==> config.mk <==
export PLATFORM = sky130hd
export DESIGN_NAME = serial_add_seq
export DESIGN_NICKNAME = d
export VERILOG_FILES = /design/src/rtl/serial_add_seq_pkg.sv /design/src/rtl/serial_add_seq.sv
export SDC_FILE = /design/constraint.sdc
export NUM_CORES = 1
export LEC_CHECK = 0
export CAP_MARGIN = 0
export CORE_ASPECT_RATIO = 1.25
export CORE_MARGIN = 2
export CORE_UTILIZATION = 44
export CTS_CLUSTER_SIZE = 30
export DETAILED_ROUTE_END_ITERATION = 12
export PLACE_DENSITY = 0.77
export SYNTH_ARGS = -nofsm -noshare
export SYNTH_HDL_FRONTEND = slang
export SYNTH_SLANG_ARGS = --single-unit
export TNS_END_PERCENT = 100
==> constraint.sdc <==
create_clock -name clk -period 1.4 [get_ports clk]
set_input_delay 0.28 -clock clk [delete_from_list [all_inputs] [get_ports clk]]
set_output_delay 0.28 -clock clk [all_outputs]
set_load 0.005 [all_outputs]
==> src/rtl/serial_add_seq_pkg.sv <==
// serial_add_seq_pkg: shared state encoding and default operand width for the bit-serial adder sequencer
package serial_add_seq_pkg;

  localparam int DEFAULT_WIDTH = 8;

  typedef enum logic [1:0] {
    S_IDLE = 2'd0,
    S_RUN  = 2'd1,
    S_DONE = 2'd2
  } state_e;

endpackage

==> src/rtl/serial_add_seq.sv <==
// serial_add_seq: sequences a WIDTH-bit addition LSB-first through an external 1-bit full-adder stage
module serial_add_seq
  import serial_add_seq_pkg::*;
#(
  parameter int WIDTH = DEFAULT_WIDTH
) (
  input  logic             clk,
  input  logic             rst_n,
  input  logic             start,
  input  logic [WIDTH-1:0] a,
  input  logic [WIDTH-1:0] b,
  input  logic             cin,
  output logic             bit_a,
  output logic             bit_b,
  output logic             bit_ci,
  input  logic             bit_sum,
  input  logic             bit_co,
  output logic             busy,
  output logic             done,
  output logic [WIDTH-1:0] sum,
  output logic             cout
);

  localparam int CW = $clog2(WIDTH) + 1;

  state_e           state_q, state_d;
  logic [WIDTH-1:0] a_q, a_d;
  logic [WIDTH-1:0] b_q, b_d;
  logic [WIDTH-1:0] sum_q, sum_d;
  logic             carry_q, carry_d;
  logic             cout_q, cout_d;
  logic [CW-1:0]    cnt_q, cnt_d;
  logic             run;
  logic             last;

  assign run    = state_q == S_RUN;
  assign last   = cnt_q == CW'(WIDTH - 1);
  assign bit_a  = run & a_q[0];
  assign bit_b  = run & b_q[0];
  assign bit_ci = run & carry_q;
  assign busy   = state_q != S_IDLE;
  assign done   = state_q == S_DONE;
  assign sum    = sum_q;
  assign cout   = cout_q;

  // next state: load on accepted start, one bit per cycle in RUN, single DONE cycle back to IDLE
  always_comb begin
    state_d = state_q;
    a_d     = a_q;
    b_d     = b_q;
    sum_d   = sum_q;
    carry_d = carry_q;
    cout_d  = cout_q;
    cnt_d   = cnt_q;
    if (state_q == S_IDLE && start) begin
      state_d = S_RUN;
      a_d     = a;
      b_d     = b;
      carry_d = cin;
      sum_d   = '0;
      cnt_d   = '0;
    end else if (run) begin
      sum_d   = {bit_sum, sum_q[WIDTH-1:1]};
      carry_d = bit_co;
      a_d     = a_q >> 1;
      b_d     = b_q >> 1;
      cnt_d   = cnt_q + CW'(1);
      state_d = last ? S_DONE : S_RUN;
      cout_d  = last ? bit_co : cout_q;
    end else if (state_q == S_DONE) begin
      state_d = S_IDLE;
    end
  end

  // state registers, cleared asynchronously so a reset aborts any operation in flight
  always_ff @(posedge clk or negedge rst_n) begin
    if (!rst_n) begin
      state_q <= S_IDLE;
      a_q     <= '0;
      b_q     <= '0;
      sum_q   <= '0;
      carry_q <= 1'b0;
      cout_q  <= 1'b0;
      cnt_q   <= '0;
    end else begin
      state_q <= state_d;
      a_q     <= a_d;
      b_q     <= b_d;
      sum_q   <= sum_d;
      carry_q <= carry_d;
      cout_q  <= cout_d;
      cnt_q   <= cnt_d;
    end
  end

endmodule

# Word-level counts from Yosys, hierarchy flattened
# Cells that the tools add are included.
# word_totals
register_bits	32
input_bits	22
out_inout_bits	14
word_cells	35
# op_classes
addsub	1
n_eq_ne	3
n_mux	14
n_bitwise	4
reduce_logical	6
# ops
operator	n
$mux W8	6
$mux W2	4
$mux W4	2
$add A4 B1 Y4 const B	1
$eq A4 B3 Y1 const B	1
$reduce_bool A2 Y1	2
$and A1 B1 Y1	3
$reduce_and A3 Y1	1
$reduce_bool A3 Y1	1
$eq A2 B1 Y1 const B	1
$eq A2 B2 Y1 const B	1
$logic_not A2 Y1	1
$mux W1	2
$logic_and A1 B1 Y1	1
$not A1 Y1	1

# Longest topological paths before layout
# depth
ltp_word	4
ltp_mapped	7
depth_no_buf	5

# Least setup slack after synthesis
# OpenSTA, ideal clock, no wires.
# synth_timing
path_kind	register to register
from	reg state_q[0]
to	reg cout_q, in the netlist cout
arrival_time_ns	1.188
required_time_ns	1.275
setup_slack_ns	0.087
stages_incl_launch_ff	6
path_buffers	2
synth_period_minus_slack_ns	1.313
path_cell_list	dfrtp_1 -> ha_1 -> buf_4 -> buf_12 -> nand2_1 -> mux2_4
# synth_via
elab_chain_len	4
word_cells_on_any_way	5
# synth_lines
item	line_no	text
start: declaration	serial_add_seq.sv:26	state_e state_q, state_d;
start signal: assignment	serial_add_seq.sv:86	state_q <= state_d;
$logic_not A2 Y1	serial_add_seq.sv:55	if (state_q == S_IDLE && start) begin
$logic_and A1 B1 Y1	serial_add_seq.sv:55	
$not A1 Y1 (no source line)	n/a	
$reduce_and A3 Y1 (no source line) (*)	n/a	
end signal: assignment	serial_add_seq.sv:91	cout_q <= cout_d;
end: declaration	serial_add_seq.sv:31	logic cout_q, cout_d;
# Every way passes the cells marked *; elsewhere a longest branch is shown, timed or not.
# A chain may end at the register's enable or synchronous reset.

# Worst setup path in the final report
# layout_timing
from	reg state_q[1]
to	out bit_a
# layout_via
elab_chain_len	2
# layout_lines
item	line_no	text
$eq A2 B1 Y1	serial_add_seq.sv:36	assign run = state_q == S_RUN;
$and A1 B1 Y1	serial_add_seq.sv:38	assign bit_a = run & a_q[0];
end: declaration	serial_add_seq.sv:13	output logic bit_a,
# Every way passes these cells.

==> flow_metrics.env <==
export IMPL_synth_distinct_cells=21
export IMPL_post_drt_wl_per_cell_microns=15.3
export IMPL_r2r_end="cnt_q[3]$_DFFE_PN0P_"
export IMPL_synth_seq_cells=32
export IMPL_cts_max_level=2
export IMPL_worst_path_max_delay_cell="dfrtp_1"
export IMPL_yosysTopAreaCellShare_pct=52.1
export IMPL_dr_first_iter_drc_count=25
export IMPL_syn_area_sq_mm=0.00154
export IMPL_comb_power_share_pct=5.2
export IMPL_layout_setup_ws_ns=-0.0959
export IMPL_rsz0062_at_grt="true"
export IMPL_synth_area_leaders="dfrtp_1 (52%), mux2i_1 (16%), nand2_1 (5.1%), ha_1 (4.1%), buf_6 (3.7%)"
export IMPL_routed_wirelength_microns=3530
export IMPL_finalCritPeriodShare_pct=107
export IMPL_max_freq_mhz=668
export IMPL_rrSetupSlack_ns=-0.01
export IMPL_timing_critical_path_buf_inv=3
export IMPL_yosys_top_cells_count="dfrtp_1 (32), mux2i_1 (24), nand2_1 (21), nor2_1 (12), o21ai_0 (9)"
export IMPL_critPathRequiredTime_ns=1.12
export IMPL_startpoint_type="flip-flop"
export IMPL_start_util_pct=44.9
export IMPL_p_sw_uw=360
export IMPL_power_density_mw_per_mm2=767
export IMPL_synth_most_common_cell="dfrtp_1"
export IMPL_grt_overflow_total=0
export IMPL_fillers=280
export IMPL_drive_above_1_share_pct=25.0
export IMPL_place_area_sq_mm=0.00192
export IMPL_worstPathCellList="inv_2 -> buf_6 -> ha_4 -> and2_4 -> buf_6"
export IMPL_synthArstFlopShare_pct=100
export IMPL_sequentialPowerShare_pct=53.0
export IMPL_p_sw_share_pct=20.6
export IMPL_report_final_hold_viol_count=0
export IMPL_track_usage_pct=18.4
export IMPL_area_growth_pct=48.5
export IMPL_drt_first_pass_iters=6
export IMPL_die_w_microns=56.9
export IMPL_vias=1182
export IMPL_rows=24
export IMPL_clock_skew_final_ns=0.0104
export IMPL_grt_max_degree=48
export IMPL_io_buffers=35
export IMPL_netlist_instances=138
export IMPL_tightest_slew_ns=0.167
export IMPL_final_area_sq_mm=0.00228
export IMPL_clockBufferDepth=2
export IMPL_finalPower_mw=1.75
export IMPL_post_route_util_pct=66.6
export IMPL_nNetsFinal=218
export IMPL_hold_buffers=0
export IMPL_synth_edf_count=0
export IMPL_syn_num_nets=165
export IMPL_insertedDiodeCount=0
export IMPL_worstPathMaxFanout=4
export IMPL_gp_congestion=0.747
export IMPL_r2r_start="state_q[1]$_DFFE_PN0P_"
export IMPL_peakVddDrop_mv=0.628
export IMPL_setup_viol=8
export IMPL_grt_pass1_wl_microns=5690
export IMPL_p_leak_nw=0.820
export IMPL_cap_violations=0
export IMPL_ant_nets=0
export IMPL_cp_common_cell="buf_6"
export IMPL_end_kind="output pin"
export IMPL_cp_top_family="flip-flops"
export IMPL_min_period_ns=1.50
export IMPL_cts_clk_slew_worst_paths_ns=0.07
export IMPL_numCtsBuffers=5
export IMPL_clock_power_share_pct=41.8
export IMPL_yosysTopAreaCell="dfrtp_1"
export IMPL_core_area_sq_mm=0.00342
export IMPL_arrival_ns=1.22
export IMPL_drt_vias_per_instance=5.12
export IMPL_grt_pass1_vias=1280
export IMPL_yosysWarningCount=0
export IMPL_cts_tree="done"
export IMPL_die_area_sq_mm=0.00398
export IMPL_die_height_microns=70.1
export IMPL_worstSetupPathType="flip-flop to output pin"
export IMPL_multiInputGateArea_sq_um=712
export IMPL_hp_class="input port to async pin"
export IMPL_dp_final_hpwl_microns=2010
export IMPL_clock_sinks=32
export IMPL_ys_flop_type="dfrtp_1"
export IMPL_drc_errors=0
export IMPL_max_slew_margin_rel_pct=88.6
export IMPL_synth_seq_area_share_pct=52.1
export IMPL_p_int_mw=1.39
export IMPL_setup_tns_final_ns=-0.423
export IMPL_syn_area_per_cell_sq_um=11.1
export IMPL_pre_cts_ws_ns=-0.192
export IMPL_seq_area_sq_um=801
export IMPL_num_io_pins=36
export IMPL_critical_path_max_stage_delay_ns=0.37
export IMPL_violations="negative setup slack"
export IMPL_outcome="finished with violations"
export IMPL_clkLatencyLatePin_ns=0.28
export IMPL_antenna_found_initial=0
export IMPL_slew_violations=0
export IMPL_clockRootBuffer="clkbuf_8"
export IMPL_r2r_worst_path_cells=7
==> per-stage QoR <==
step,instances,hold slack [ns]
4_1_cts,227,0.356
6_report,231,0.357
2_1_floorplan,138,-0.0156
5_1_grt,231,0.366
3_5_place_dp,208,0.502
3_3_place_gp,208,0.496
==> layout make-up <==
class | count | share of cell area, %
inverter | 3 | 0.494
tap | 39 | 2.14
multi-input combinational | 94 | 31.2
timing repair buffer | 55 | 27.1
sequential | 32 | 35.1
clock buffer | 8 | 3.95
==> how the worst max path moves through the flow <==
| stage | startpoint | to | slack, ns | depth (start not counted) |
|---|---|---|---|---|
| finish | state_q[1]$_DFFE_PN0P_ | bit_a | -0.1 | 5 |
| global route | state_q[1]$_DFFE_PN0P_ | bit_a | -0.13 | 5 |
| floorplan | state_q[0]$_DFFE_PN0P_ | cout$_DFFE_PN0P_ | 0.09 | 5 |
| global placement | state_q[1]$_DFFE_PN0P_ | bit_b | -0.14 | 4 |
| CTS | state_q[1]$_DFFE_PN0P_ | bit_ci | -0.09 | 5 |
| detailed placement | state_q[1]$_DFFE_PN0P_ | bit_b | -0.19 | 4 |
==> power by group through the flow <==
stage | clock network (mW) | logic (mW) | registers (mW)
after floorplan | 0 | 0.00284 | 0.944
after global placement | 0 | 0.0893 | 0.944
after detailed placement | 0 | 0.0910 | 0.944
after CTS | 0.746 | 0.0926 | 0.927
after global routing | 0.784 | 0.0987 | 0.926
final | 0.731 | 0.0912 | 0.927
==> logic make-up (layout without fill, tap and decap cells) <==
family | Yosys count | in the layout | share of synthesized area (%)
and+or+nand+nor | 42 | 42 | 12.0
buffers and inverters | 12 | 66 | 6.92
adders and majority gates | 5 | 5 | 4.07
xor gates and xnor gates | 3 | 3 | 1.71
DFF | 32 | 32 | 52.1
AOI/OAI and AO/OA | 19 | 19 | 6.60
muxes | 25 | 25 | 16.6
==> per-layer routing <==
layer / GRT usage, % / part of all wire, % / routed length (microns)
met1: 20.8 / 40 / 1400
met2: 31.5 / 54 / 1890
met3: 7.04 / 6.1 / 214
met4: 6.20 / 0.65 / 23
met5: 0 / 0 / 0
==> repair_timing <==
item / CTS / global route
setup endpoints to repair: 42 / 36
pin swaps: 1 / 5
endpoints found under the hold margin: 0 / 0
gates resized for setup: 40 / 29
setup buffers: 11 / 1
cloned: 1 / 3
==> state kept, by name, summed over array words and instances, names as in the netlist <==
name / count
sum: 8
carry_q: 1
a_q: 8
cout: 1
b_q: 8
state_q: 2
cnt_q: 4
==> cell usage in the layout, fill, tap and decap left out, types with 2 or more instances in the layout <==
master | Yosys | layout
o21ai_1 | 8 | 17
dfrtp_1 | 32 | 32
buf_4 | 2 | 9
mux2i_1 | 24 | 21
ha_4 | 0 | 3
nand4_1 | 2 | 2
nand2b_1 | 2 | 2
clkbuf_8 | 0 | 6
nor2_1 | 12 | 12
buf_6 | 5 | 7
inv_2 | 0 | 2
and2_4 | 0 | 4
clkbuf_1 | 1 | 2
xor2_1 | 2 | 2
dlygate4sd2_1 | 0 | 9
nand2_1 | 21 | 20
clkbuf_16 | 0 | 3
mux2i_2 | 0 | 3
buf_12 | 1 | 3
clkdlybuf4s50_1 | 0 | 21
(Power assumes the default switching activity.)
